--- config.mk ---
export PLATFORM = sky130hd
export DESIGN_NAME = rgb_hue_sequencer_flat
export DESIGN_NICKNAME = d
export VERILOG_FILES = /design/src/rtl/rgb_hue_sequencer_if.sv /design/src/rtl/rgb_hue_sequencer.sv /design/src/flat_wrapper.sv
export SDC_FILE = /design/constraint.sdc
export NUM_CORES = 1
export LEC_CHECK = 0
export CORE_MARGIN = 5
export CORE_UTILIZATION = 40
export CTS_CLUSTER_SIZE = 24
export DETAILED_ROUTE_END_ITERATION = 8
export GPL_TIMING_DRIVEN = 0
export PLACE_DENSITY = 0.53
export SETUP_SLACK_MARGIN = 0.02
export SYNTH_ARGS = -nofsm -noshare
export SYNTH_HDL_FRONTEND = slang
export SYNTH_SLANG_ARGS = --single-unit
export TNS_END_PERCENT = 100
--- constraint.sdc ---
create_clock -name clk -period 6.41 [get_ports clk]
set_input_delay 1.282 -clock clk [delete_from_list [all_inputs] [get_ports clk]]
set_output_delay 1.282 -clock clk [all_outputs]
set_load 0.1 [all_outputs]
--- src/rtl/rgb_hue_sequencer_if.sv ---
// Control and LED bundle for the hue sequencer: controls flow master->slave and PWM/status flow back.
interface rgb_hue_sequencer_if #(
    parameter int PWM_BITS = 8
);
    logic                enable;
    logic                mode;
    logic                dir;
    logic [PWM_BITS-1:0] brightness;
    logic                red;
    logic                green;
    logic                blue;
    logic [2:0]          sector;
    logic                wrap;

    modport master (
        output enable, mode, dir, brightness,
        input  red, green, blue, sector, wrap
    );

    modport slave (
        input  enable, mode, dir, brightness,
        output red, green, blue, sector, wrap
    );
endinterface

--- src/rtl/rgb_hue_sequencer.sv ---
// Six-sector hue wheel walker with hard-step or cross-fade colour and per-channel PWM.
// Duty registers reload only at the PWM period boundary, so each period is glitch-free.
module rgb_hue_sequencer #(
    parameter int PWM_BITS = 8,
    parameter int TICK_DIV = 46875
) (
    input logic                clk,
    input logic                reset,
    rgb_hue_sequencer_if.slave bus
);
    localparam int                  PRE_W    = (TICK_DIV > 1) ? $clog2(TICK_DIV) : 1;
    localparam int                  PROD_W   = 2 * PWM_BITS + 1;
    localparam logic [PWM_BITS-1:0] MAX      = {PWM_BITS{1'b1}};
    localparam logic [PRE_W-1:0]    PRE_LAST = PRE_W'(TICK_DIV - 1);

    logic [PRE_W-1:0]    presc_q, presc_d;
    logic [PWM_BITS-1:0] phase_q, phase_d;
    logic [2:0]          sector_q, sector_d;
    logic                wrap_q, wrap_d;
    logic [PWM_BITS-1:0] pwm_cnt_q;
    logic [PWM_BITS-1:0] duty_r_q, duty_g_q, duty_b_q;
    logic                red_q, green_q, blue_q;
    logic [PWM_BITS-1:0] lvl_r, lvl_g, lvl_b;
    logic [PWM_BITS-1:0] up, dn;
    logic                tick;

    // (level * (brightness+1)) >> PWM_BITS, so full brightness is transparent and zero is dark
    function automatic logic [PWM_BITS-1:0] scale(input logic [PWM_BITS-1:0] lvl,
                                                  input logic [PWM_BITS-1:0] br);
        logic [PROD_W-1:0] prod;
        prod = PROD_W'(lvl) * (PROD_W'(br) + PROD_W'(1));
        return PWM_BITS'(prod >> PWM_BITS);
    endfunction

    assign tick = bus.enable && (presc_q == PRE_LAST);

    always_comb begin
        presc_d  = presc_q;
        phase_d  = phase_q;
        sector_d = sector_q;
        wrap_d   = 1'b0;
        if (bus.enable) begin
            presc_d = tick ? '0 : presc_q + 1'b1;
        end
        if (tick) begin
            if (!bus.dir) begin
                if (phase_q == MAX) begin
                    phase_d = '0;
                    if (sector_q == 3'd5) begin
                        sector_d = 3'd0;
                        wrap_d   = 1'b1;
                    end else begin
                        sector_d = sector_q + 3'd1;
                    end
                end else begin
                    phase_d = phase_q + 1'b1;
                end
            end else begin
                if (phase_q == '0) begin
                    phase_d = MAX;
                    if (sector_q == 3'd0) begin
                        sector_d = 3'd5;
                        wrap_d   = 1'b1;
                    end else begin
                        sector_d = sector_q - 3'd1;
                    end
                end else begin
                    phase_d = phase_q - 1'b1;
                end
            end
        end
    end

    assign up = phase_q;
    assign dn = MAX - phase_q;

    always_comb begin
        lvl_r = '0;
        lvl_g = '0;
        lvl_b = '0;
        if (bus.mode) begin
            case (sector_q)
                3'd0:    begin lvl_r = MAX; lvl_g = up;  lvl_b = '0;  end
                3'd1:    begin lvl_r = dn;  lvl_g = MAX; lvl_b = '0;  end
                3'd2:    begin lvl_r = '0;  lvl_g = MAX; lvl_b = up;  end
                3'd3:    begin lvl_r = '0;  lvl_g = dn;  lvl_b = MAX; end
                3'd4:    begin lvl_r = up;  lvl_g = '0;  lvl_b = MAX; end
                3'd5:    begin lvl_r = MAX; lvl_g = '0;  lvl_b = dn;  end
                default: begin lvl_r = '0;  lvl_g = '0;  lvl_b = '0;  end
            endcase
        end else begin
            case (sector_q)
                3'd0:    begin lvl_r = MAX; lvl_g = '0;  lvl_b = '0;  end
                3'd1:    begin lvl_r = MAX; lvl_g = MAX; lvl_b = '0;  end
                3'd2:    begin lvl_r = '0;  lvl_g = MAX; lvl_b = '0;  end
                3'd3:    begin lvl_r = '0;  lvl_g = MAX; lvl_b = MAX; end
                3'd4:    begin lvl_r = '0;  lvl_g = '0;  lvl_b = MAX; end
                3'd5:    begin lvl_r = MAX; lvl_g = '0;  lvl_b = MAX; end
                default: begin lvl_r = '0;  lvl_g = '0;  lvl_b = '0;  end
            endcase
        end
    end

    always_ff @(posedge clk or negedge reset) begin
        if (!reset) begin
            presc_q   <= '0;
            phase_q   <= '0;
            sector_q  <= 3'd0;
            wrap_q    <= 1'b0;
            pwm_cnt_q <= '0;
            duty_r_q  <= '0;
            duty_g_q  <= '0;
            duty_b_q  <= '0;
            red_q     <= 1'b0;
            green_q   <= 1'b0;
            blue_q    <= 1'b0;
        end else begin
            presc_q   <= presc_d;
            phase_q   <= phase_d;
            sector_q  <= sector_d;
            wrap_q    <= wrap_d;
            pwm_cnt_q <= pwm_cnt_q + 1'b1;
            if (pwm_cnt_q == MAX) begin
                duty_r_q <= scale(lvl_r, bus.brightness);
                duty_g_q <= scale(lvl_g, bus.brightness);
                duty_b_q <= scale(lvl_b, bus.brightness);
            end
            red_q   <= (pwm_cnt_q < duty_r_q);
            green_q <= (pwm_cnt_q < duty_g_q);
            blue_q  <= (pwm_cnt_q < duty_b_q);
        end
    end

    assign bus.red    = red_q;
    assign bus.green  = green_q;
    assign bus.blue   = blue_q;
    assign bus.sector = sector_q;
    assign bus.wrap   = wrap_q;
endmodule

--- src/flat_wrapper.sv ---
// flat-port wrapper written by rule: the top's interface ports become plain ports
module rgb_hue_sequencer_flat 
#(
    parameter int PWM_BITS = 8,
    parameter int TICK_DIV = 46875
)
  (clk, reset, bus_enable, bus_mode, bus_dir, bus_brightness, bus_red, bus_green, bus_blue, bus_sector, bus_wrap);
  rgb_hue_sequencer_if #(.PWM_BITS(PWM_BITS)) bus_i ();
  input logic clk;
  input logic reset;
  input wire logic [$bits(bus_i.enable)-1:0] bus_enable;
  input wire logic [$bits(bus_i.mode)-1:0] bus_mode;
  input wire logic [$bits(bus_i.dir)-1:0] bus_dir;
  input wire logic [$bits(bus_i.brightness)-1:0] bus_brightness;
  output wire logic [$bits(bus_i.red)-1:0] bus_red;
  output wire logic [$bits(bus_i.green)-1:0] bus_green;
  output wire logic [$bits(bus_i.blue)-1:0] bus_blue;
  output wire logic [$bits(bus_i.sector)-1:0] bus_sector;
  output wire logic [$bits(bus_i.wrap)-1:0] bus_wrap;
  assign bus_i.enable = bus_enable;
  assign bus_i.mode = bus_mode;
  assign bus_i.dir = bus_dir;
  assign bus_i.brightness = bus_brightness;
  assign bus_red = bus_i.red;
  assign bus_green = bus_i.green;
  assign bus_blue = bus_i.blue;
  assign bus_sector = bus_i.sector;
  assign bus_wrap = bus_i.wrap;
  rgb_hue_sequencer #(.PWM_BITS(PWM_BITS), .TICK_DIV(TICK_DIV)) u_core (.clk(clk), .reset(reset), .bus(bus_i));
endmodule
Word-level counts from Yosys, hierarchy flattened
Cells that the tools add are included.

Register bits: 63. Input bits: 13. Output and inout port bits: 7. Logic and storage cells: 69.

Add/subtract/negate cells: 8. Multiply operators: 3. Magnitude comparators: 3. Eq/ne operators: 9. Muxes and demuxes: 24. Reduce and logical (&&, ||, !) cells: 11.

Operator list (number): 8-bit 2-to-1 mux (9); 8-bit case mux with 3 select lines (3); 8-bit by 17-bit multiplier with 16-bit output (3); 8-bit less-than comparator (3); 16-bit by 1-bit adder with 16-bit output (second input constant) (1); 8-bit by 1-bit adder with 8-bit output (second input constant) (2); 16-bit equality test (second input constant) (1); 8-bit equality test (second input constant) (2); 16-bit 2-to-1 mux (1); 3-bit 2-to-1 mux (5); 8-bit by 1-bit adder with 9-bit output (second input constant) (1); 3-bit OR reduction (3); 8-bit logical NOT (1); 8-bit by 1-bit subtractor with 8-bit output (second input constant) (1); 8-bit subtractor (first input constant) (1); 3-bit by 2-bit equality test with 1-bit output (second input constant) (2); 3-bit equality test (second input constant) (2); 1-bit 2-to-1 mux (6); 2-bit OR reduction (3); 3-bit by 1-bit adder with 3-bit output (second input constant) (1); 3-bit by 1-bit equality test with 1-bit output (second input constant) (1); 3-bit logical NOT (1); 3-bit AND reduction (1); 3-bit by 1-bit subtractor with 3-bit output (second input constant) (1); other kinds (3) (3).

Longest topological paths before layout
Gate-level depths: netlist of the first run.

Depth after elaboration: 5. Gate-level depth with buffers: 25. Mapped depth without buffers: 21.

Worst setup path after synthesis of the first run
OpenSTA, ideal clock, no wires.

Kind: register to register. Start point: register u_core.sector_q[1], in the netlist u_core.bus.sector[1]. End point: register u_core.duty_g_q[2]. Library setup time: 83 ps. Arrival time: 6221 ps. Data required time: 6327 ps. Setup slack: 106 ps. Cell stages (with the launch flop): 22. Buffers on the path: 4. Clock period less this slack: 6304 ps. Cells stage by stage: dfrtp_1 -> clkbuf_2 -> clkbuf_1 -> clkbuf_1 -> and2_1 -> ha_1 -> clkbuf_1 -> a21oi_1 -> or2_2 -> fa_1 -> fa_1 -> inv_1 -> fa_1 -> fa_1 -> ha_1 -> nand2_1 -> nor4_1 -> a31oi_1 -> o21bai_1 -> a21oi_1 -> xor2_1 -> o21ai_0.

Cells in the longest elaborated chain, start to end: 5. Elaborated cells on any way between the ends: 10. Those cells by class: mul (1); eq/ne (3); mux (3); reduce/logical (3).

RTL lines: start: declaration (RTL line rgb_hue_sequencer.sv:18) `logic [2:0] sector_q, sector_d;`; start signal: assignment (RTL line rgb_hue_sequencer.sv:120) `sector_q <= sector_d;`; 3-bit by 1-bit equality test with 1-bit output or 3-bit by 2-bit equality test with 1-bit output (tied branches) (RTL line rgb_hue_sequencer.sv:82, rgb_hue_sequencer.sv:92); 2-bit OR reduction (no line) or 3-bit OR reduction (tied branches); 8-bit case mux with 3 select lines or 8-bit 2-to-1 mux (tied branches) (RTL line rgb_hue_sequencer.sv:82, rgb_hue_sequencer.sv:92); 8-bit 2-to-1 mux (*) (RTL line rgb_hue_sequencer.sv:81) `if (bus.mode) begin`; 8-bit by 17-bit multiplier with 16-bit output (*) (RTL line rgb_hue_sequencer.sv:31) `prod = PROD_W'(lvl) * (PROD_W'(br) + PROD_W'(1));`; end signal: assignment (RTL line rgb_hue_sequencer.sv:125) `duty_g_q <= scale(lvl_g, bus.brightness);`; end: declaration (RTL line rgb_hue_sequencer.sv:21) `logic [PWM_BITS-1:0] duty_r_q, duty_g_q, duty_b_q;`.

Every way passes the cells marked *; elsewhere a longest branch is shown, timed or not. A chain may end at the register's enable or synchronous reset.

Worst setup path in the final report of the first run
Start point: input bus_brightness[2]. End point: register u_core.duty_r_q[7].

Cells in the longest elaborated chain, start to end: 2.

RTL lines: start: declaration (RTL line flat_wrapper.sv:14) `input wire logic [$bits(bus_i.brightness)-1:0] bus_brightness;`; 8-bit by 1-bit adder with 9-bit output (RTL line rgb_hue_sequencer.sv:31); 8-bit by 17-bit multiplier with 16-bit output (RTL line rgb_hue_sequencer.sv:31); end signal: assignment (RTL line rgb_hue_sequencer.sv:124) `duty_r_q <= scale(lvl_r, bus.brightness);`; end: declaration (RTL line rgb_hue_sequencer.sv:21).

Every way passes these cells.

==> flow_summary.yaml, run 1 <==
power_and_ir_drop:
  power-per-cell-area_mw_per_mm2: 191
  internal-power_mw: 1.36
  ir_drop_uv: 197
  share_clk_of_total_power_pct: 25.2
  pwr-share-comb_pct: 55.6
  power_frac_seq_pct: 19.2
  cellLeakagePower_nw: 6.28
  sw_frac_of_total_pct: 41.0
  total_power_mw: 2.31
  p_sw_mw: 0.945
yosys:
  synth_fp_nets: 1495
  gate_count_of_the_mapped_netlist: 1237
  seq_cells_post_synth: 63
  synthesis.area_per_instance_um2: 8.24
  synth_area_mm2: 0.0102
  yosys.cell_types.count: 64
  synth-main-ff-cell: "dfrtp_1"
  yosysWarnings: 0
  synth-seq-area-share_pct: 15.5
  synth-edff-count: 0
  postSynth.asyncResetShare_pct: 100
floorplan:
  die_x_um: 170
  die_y_um: 170
  design.portCount: 20
  die_area_mm2: 0.0288
  rows: 58
  core_area_mm2: 0.0251
  initial_core_util_pct: 40.6
detailed_routing:
  dr.first_iter.drc_count: 382
  num_vias: 8518
  drt-wirelength-per-cell_um: 16.8
  routed_via_density: 5.20
  drt-total-wl_um: 27500
  detailedRoute.firstPassIterationCount: 5
  post_route_drc: 0
  ant_nets: 0
placed_design:
  place.port_buffers: 17
  placed_area_mm2: 0.0108
  place_congestion: 0.909
  hpwlAfterDp_um: 21400
layout:
  diodes: 0
  stdcell_area_mm2: 0.0121
  flow.area_growth_from_synthesis_pct: 18.2
  share_of_post_route_cells_with_drive_strength_above_1_pct: 14.0
  final_net_count: 1562
outcome:
  status: "finished clean"
clock_network:
  clk_transition_reported_paths_ns: 0.05
  max_root_sink_buffers: 2
  ctsHoldBuffers: 0
  cts.root.buffer_cell: "clkbuf_16"
  cts.sink_count: 63
  insertion_delay_ns: 0.34
  cts_tree: "built"
  numCtsBuffers: 9
  h_tree_depth: 3
timing:
  drv_slew: 0
  rsz0062_at_grt: "yes"
  timing.final.crit_period_ns: 6.14
  report.final.hold_viol_count: 0
  finalSetupViolations: 0
  timing.hold.ws_ns: 0.478
  final.period_utilization_pct: 95.8
  timing.max_slew.rel_slack_pct: 26.3
  finalClockSkew_ns: 0.0106
  worst_pin_slew_ns: 1.10
  fmax_mhz: 163
global_route:
  grt_start_max_net_pins: 64
  grt_antenna_before_repair: 0
  grt_remaining_overflow: 0
  track_usage_pct: 20.1
  first_global_vias: 9080
  first_pass_grt_wire_length_um: 46400
setup_path:
  critical-path-max-stage-delay_ns: 0.56
  path_delay_family: "adder cells"
  crit_path_cell_trace: "dlygate4sd2_1, nand3_1, xor2_4, buf_12, or2_2, fa_1, fa_1, inv_1, fa_1, inv_1, fa_1, inv_1, ha_1, a21oi_1, o21ai_2, a211oi_2, nand2_2, a311oi_2, xnor2_1, o21ai_0"
  timing.critical_path.required_ns: 6.60
  critical_path.most_common_cell: "fa_1"
  worstSetupEndpointType: "flop"
  critPathArrivalTime_ns: 6.33
  crit_fanout: 5
  path_buf_inv: 5
  setup.worst_path.start_class: "primary input"
  crit_path_top_delay_cell: "fa_1"
  critical_path_class: "primary input to flop"
worst_hold_path:
  hold_path_class: "flop to flop"
flow_run:
  max_cap_violations: 0
==> path summary, 6_finish.rpt <==
check	from	to	slack, ns	cells after the start
min in group asynchronous	reset	u_core.duty_b_q[3]$_DFFE_PN0N_	0.95	2
max in group asynchronous	reset	u_core.presc_q[1]$_DFFE_PN0P_	5.15	2
worst max register to register	u_core.bus.sector[2]$_DFFE_PN0P_	u_core.duty_g_q[7]$_DFFE_PN0N_	0.29	19
worst min-delay path	u_core.duty_r_q[5]$_DFFE_PN0N_	u_core.duty_r_q[5]$_DFFE_PN0N_	0.48	2
worst max-delay path	bus_brightness[2]	u_core.duty_r_q[7]$_DFFE_PN0N_	0.27	20
worst min register to register	u_core.duty_r_q[5]$_DFFE_PN0N_	u_core.duty_r_q[5]$_DFFE_PN0N_	0.48	2
==> layer usage <==
layer / part of all wire, % / track usage, % / routed length, µm / vias to the layer above
met3: 4.4 / 3.59 / 1220 / 52
met5: 0 / 0 / 0 / -
met2: 47 / 33.8 / 13000 / 174
met4: 3.4 / 7.49 / 930 / 0
li1: - / - / - / 4117
met1: 45 / 25.9 / 12300 / 4175
==> flip-flops by register name, indices dropped and copies added, names as in the netlist, 3 cells and up <==
signal / flops
u_core.bus.sector: 3
u_core.pwm_cnt_q: 8
u_core.duty_r_q: 8
u_core.phase_q: 8
u_core.duty_g_q: 8
u_core.duty_b_q: 8
u_core.presc_q: 16
==> per-stage QoR <==
step / util, % / TNS, ns / instances / worst slack (ns)
after floorplan: - / 0 / 1237 / 0.106
after global placement: 42.9 / -34.40 / 1584 / -1.77
after detailed placement: 43.0 / -33.34 / 1585 / -1.64
after CTS: 46.3 / 0 / 1610 / 0.0168
after global routing: 48.0 / 0 / 1639 / 0.0130
final: 48.0 / 0 / 1639 / 0.271
==> cells by family after synthesis <==
family	share of synthesized area (%)
AND/OR/NAND/NOR	20.0
adder cells (fa/ha/maj)	38.9
buffers and inverters	8.84
AO/OA/AOI/OAI	10.6
XOR/XNOR	5.76
flip-flops	15.5
multiplexers	0.417
==> cell usage in the layout (no fill, tap or decap), drive strengths merged, types with 3 or more instances in the layout <==
master         count
nor2             212
inv              187
ha               125
fa               120
nand2             91
dfrtp             63
buf               62
o21ai             53
a21oi             52
clkbuf            38
xnor2             36
xor2              31
nand3             27
nand2b            21
or2               19
nor3              16
nand4             14
nor2b             13
a21o              12
and3               9
clkdlybuf4s50      9
a31oi              8
a211oi             8
and2               7
o211ai             6
nor4               6
o22ai              5
clkinv             5
a211o              4
dlygate4sd2        4
nand4b             3
or2b               3
bufinv             3
or4                3
a21boi             3
==> power by group through the flow <==
stage | clock network [mW] | logic, mW | registers [mW]
5_1_grt | 0.614 | 1.47 | 0.448
3_5_place_dp | 0 | 1.11 | 0.450
6_report | 0.580 | 1.28 | 0.444
3_3_place_gp | 0 | 1.10 | 0.450
2_1_floorplan | 0 | 0.795 | 0.443
4_1_cts | 0.596 | 1.16 | 0.443
==> what timing repair did <==
item	CTS	global route
gates resized for setup	109	52
buffers inserted	12	31
pin swaps	12	26
setup endpoints to repair	24	22
hold endpoints to repair	0	0
==> Yosys cell counts (3+ instances only) <==
library cell  number  area [µm²]
a21oi_1           52         260
a21boi_0           3        22.5
nor2b_1           13        81.3
a31oi_1            8        50.1
inv_1            186         698
xor2_1            31         272
fa_1             120        2400
xnor2_1           36         315
nor2_1           212         796
nor3_1            16        80.1
o21ai_0           47         235
ha_1             125        1560
or2b_1             3        22.5
or2_2             19         119
a211oi_1           8        60.1
and2_1             5        31.3
nand2_1           91         342
nand4b_1           3        26.3
dfrtp_1           63        1580
nand2b_1          21         131
o211ai_1           5        37.5
nand4_1           14        87.6
o22ai_1            5        31.3
nor4_1             5        31.3
o21ai_1            4        20.0
a21o_1            12        90.1
buf_2              8        40.0
and3_1             9        56.3
a211o_1            4        35.0
nand3_1           27         135
clkbuf_1          39         146
==> worst reg2reg max path, cell delays in order, from the launching register on <==
cell      delay (ns)
dfrtp_1         0.50
buf_2           0.35
clkinv_1        0.38
ha_1            0.46
nand2b_1        0.15
a21boi_1        0.45
nor2_1          0.11
fa_1            0.49
fa_1            0.52
fa_1            0.55
inv_1           0.05
fa_1            0.52
inv_1           0.04
ha_1            0.34
and3_1          0.23
a21oi_2         0.25
nand3_2         0.12
a31oi_1         0.21
xnor2_1         0.16
o21ai_0         0.10
==> cell type report <==
cell class	instances	area [µm²]
fill	2509	13100
multi-input combinational	937	8200
clock buffer	9	225
clock inverter	7	121
buffer	44	264
sequential	63	1580
inverter	188	708
timing repair buffer	61	547
tap	330	413
Note: power is estimated with default switching activity, not from simulation.
==> run 2, diff against run 1 <==
--- a/config.mk
+++ b/config.mk
@@ -12,6 +12,7 @@
 export GPL_TIMING_DRIVEN = 0
 export PLACE_DENSITY = 0.53
 export SETUP_SLACK_MARGIN = 0.02
+export SLEW_MARGIN = 30
 export SYNTH_ARGS = -nofsm -noshare
 export SYNTH_HDL_FRONTEND = slang
 export SYNTH_SLANG_ARGS = --single-unit
==> flow_summary.yaml, run 2 (same netlist as run 1, synthesis figures left out) <==
setup_path:
  crit_path_top_delay_cell: "fa_1"
  crit_path_cell_trace: "clkdlybuf4s15_2, ha_4, nand3_4, nor2_4, buf_12, nand3_4, clkbuf_16, nor2_2, fa_1, fa_1, fa_1, inv_1, fa_1, inv_1, ha_1, and3_1, a211oi_2, nand2_2, a311oi_2, xnor2_1, o21ai_0"
  crit_fanout: 8
  worstSetupEndpointType: "flop"
  setup.worst_path.start_class: "primary input"
  path_buf_inv: 5
  timing.critical_path.required_ns: 6.61
  critPathArrivalTime_ns: 6.35
  critical-path-max-stage-delay_ns: 0.56
  critical_path.most_common_cell: "fa_1"
  critical_path_class: "primary input to flop"
  path_delay_family: "adder cells"
timing:
  worst_pin_slew_ns: 1.00
  rsz0062_at_grt: "no"
  fmax_mhz: 163
  finalClockSkew_ns: 0.0114
  timing.final.crit_period_ns: 6.15
  report.final.hold_viol_count: 0
  final_critical_path_setup_slack_ns: 0.260
  final.period_utilization_pct: 95.9
  finalSetupViolations: 0
  timing.max_slew.rel_slack_pct: 32.9
  drv_slew: 0
global_route:
  first_global_vias: 8807
  grt_start_max_net_pins: 45
  track_usage_pct: 19.9
  first_pass_grt_wire_length_um: 45600
  grt_remaining_overflow: 0
  grt_antenna_before_repair: 0
layout:
  layout_common_cells: "nor2_1 (202), inv_1 (186), ha_1 (123), fa_1 (120), nand2_1 (90)"
  largest-register: "u_core.presc_q"
  flow.area_growth_from_synthesis_pct: 15.7
  most_common_library_cell_in_the_layout_ignoring_fill_and_taps: "nor2_1"
  final_net_count: 1545
  share_of_post_route_cells_with_drive_strength_above_1_pct: 12.1
  num-fill-cells: 2581
  final_cell_count_no_fill: 1622
  stdcell_area_mm2: 0.0118
  diodes: 0
  largest_register_ffs: 16
clock_network:
  numCtsBuffers: 9
  cts.sink_count: 63
  clk_transition_reported_paths_ns: 0.06
  cts_tree: "built"
  insertion_delay_ns: 0.34
  cts.root.buffer_cell: "clkbuf_16"
  max_root_sink_buffers: 2
  h_tree_depth: 3
floorplan:
  die_area_mm2: 0.0288
  initial_core_util_pct: 40.6
  die_x_um: 170
  core_area_mm2: 0.0251
  rows: 58
  die_y_um: 170
  design.portCount: 20
detailed_routing:
  post_route_drc: 0
  num_vias: 8418
  drt-total-wl_um: 27600
  ant_nets: 0
  drt-wirelength-per-cell_um: 17.0
  routed_via_density: 5.19
  detailedRoute.firstPassIterationCount: 5
  dr.first_iter.drc_count: 426
placed_design:
  place_congestion: 0.909
  detailedPlace.worstSlack_ns: -1.71
  placed_area_mm2: 0.0108
  place.port_buffers: 17
  hpwlAfterDp_um: 21600
  post-place-cells: 1585
power_and_ir_drop:
  power-per-cell-area_mw_per_mm2: 184
  total_power_mw: 2.17
  ir_drop_uv: 212
  cellLeakagePower_nw: 6.15
outcome:
  status: "finished clean"
worst_hold_path:
  hold_path_class: "flop to flop"
flow_run:
  max_cap_violations: 0
==> run 2: changes by cell type in the layout (fill, tap and decap cells not counted), sizes merged <==
cell           before  now
buf                62   41
bufinv              3    2
clkbuf             38   41
clkdlybuf4s15       0    1
clkinv              5    4
clkinvlp            0    2
==> run 2: where the power goes <==
part	total (mW)	internal, mW	switching [mW]
Sequential	0.444	0.419	0.0255
Combinational	1.18	0.485	0.694
Clock	0.544	0.341	0.203
Total	2.17	1.25	0.923
==> run 2: area by class of cell <==
type | instances | area (µm²) | area share [%]
buffer | 44 | 283 | 2.40
clock buffer | 9 | 225 | 1.91
clock inverter | 7 | 97.6 | 0.827
inverter | 188 | 708 | 6.00
multi-input combinational | 937 | 8090 | 68.6
sequential | 63 | 1580 | 13.4
tap | 330 | 413 | 3.50
timing repair buffer | 44 | 397 | 3.36
==> run 2: final timing paths <==
| kind | end | from | depth (start not counted) | slack [ns] |
|---|---|---|---|---|
| setup / recovery | u_core.duty_r_q[7]$_DFFE_PN0N_ | bus_brightness[0] | 21 | 0.26 |
| min in group asynchronous | u_core.duty_b_q[2]$_DFFE_PN0N_ | reset | 1 | 0.83 |
| max in group asynchronous | u_core.phase_q[3]$_DFFE_PN0P_ | reset | 2 | 5.03 |
| hold / removal | u_core.duty_r_q[3]$_DFFE_PN0N_ | u_core.duty_r_q[3]$_DFFE_PN0N_ | 2 | 0.48 |
| setup reg to reg | u_core.duty_g_q[2]$_DFFE_PN0N_ | u_core.bus.sector[0]$_DFFE_PN0P_ | 20 | 0.37 |
| hold reg to reg | u_core.duty_r_q[3]$_DFFE_PN0N_ | u_core.duty_r_q[3]$_DFFE_PN0N_ | 2 | 0.48 |
==> run 2: worst reg2reg max path, stage by stage, from the launching register on <==
cell and delay, ns:
dfrtp_1 0.42, buf_2 0.23, buf_2 0.25, buf_2 0.29, and2_1 0.17, ha_2 0.28
a21oi_2 0.17, or2_2 0.33, fa_1 0.54, fa_1 0.55, inv_1 0.05, fa_1 0.52
fa_1 0.50, ha_1 0.31, nand2_1 0.08, nor4_2 0.32, a31oi_1 0.18, o21bai_1 0.25
a21oi_1 0.12, xor2_1 0.22, o21ai_0 0.12
==> run 2: routing by layer <==
metal / global-route usage [%] / wire [µm]
met2: 33.9 / 13300
met3: 2.84 / 1190
met5: 0 / 0
met1: 26.2 / 12400
met4: 6.27 / 710
==> run 2: per-stage QoR <==
stage	hold slack, ns	TNS (ns)	util, %
finish	0.480	0	47.0
CTS	0.484	0	46.2
floorplan	0.450	0	-
global route	0.501	0	47.0
detailed placement	0.470	-33.33	43.1
global placement	0.469	-34.40	42.9
==> run 2: repair_timing <==
item                       in CTS  in global routing
hold endpoints to repair        0                  0
hold buffers                    0                  0
pin swaps                      14                 17
setup endpoints to repair      24                 22
resized for setup             104                 34
buffers inserted               12                 14
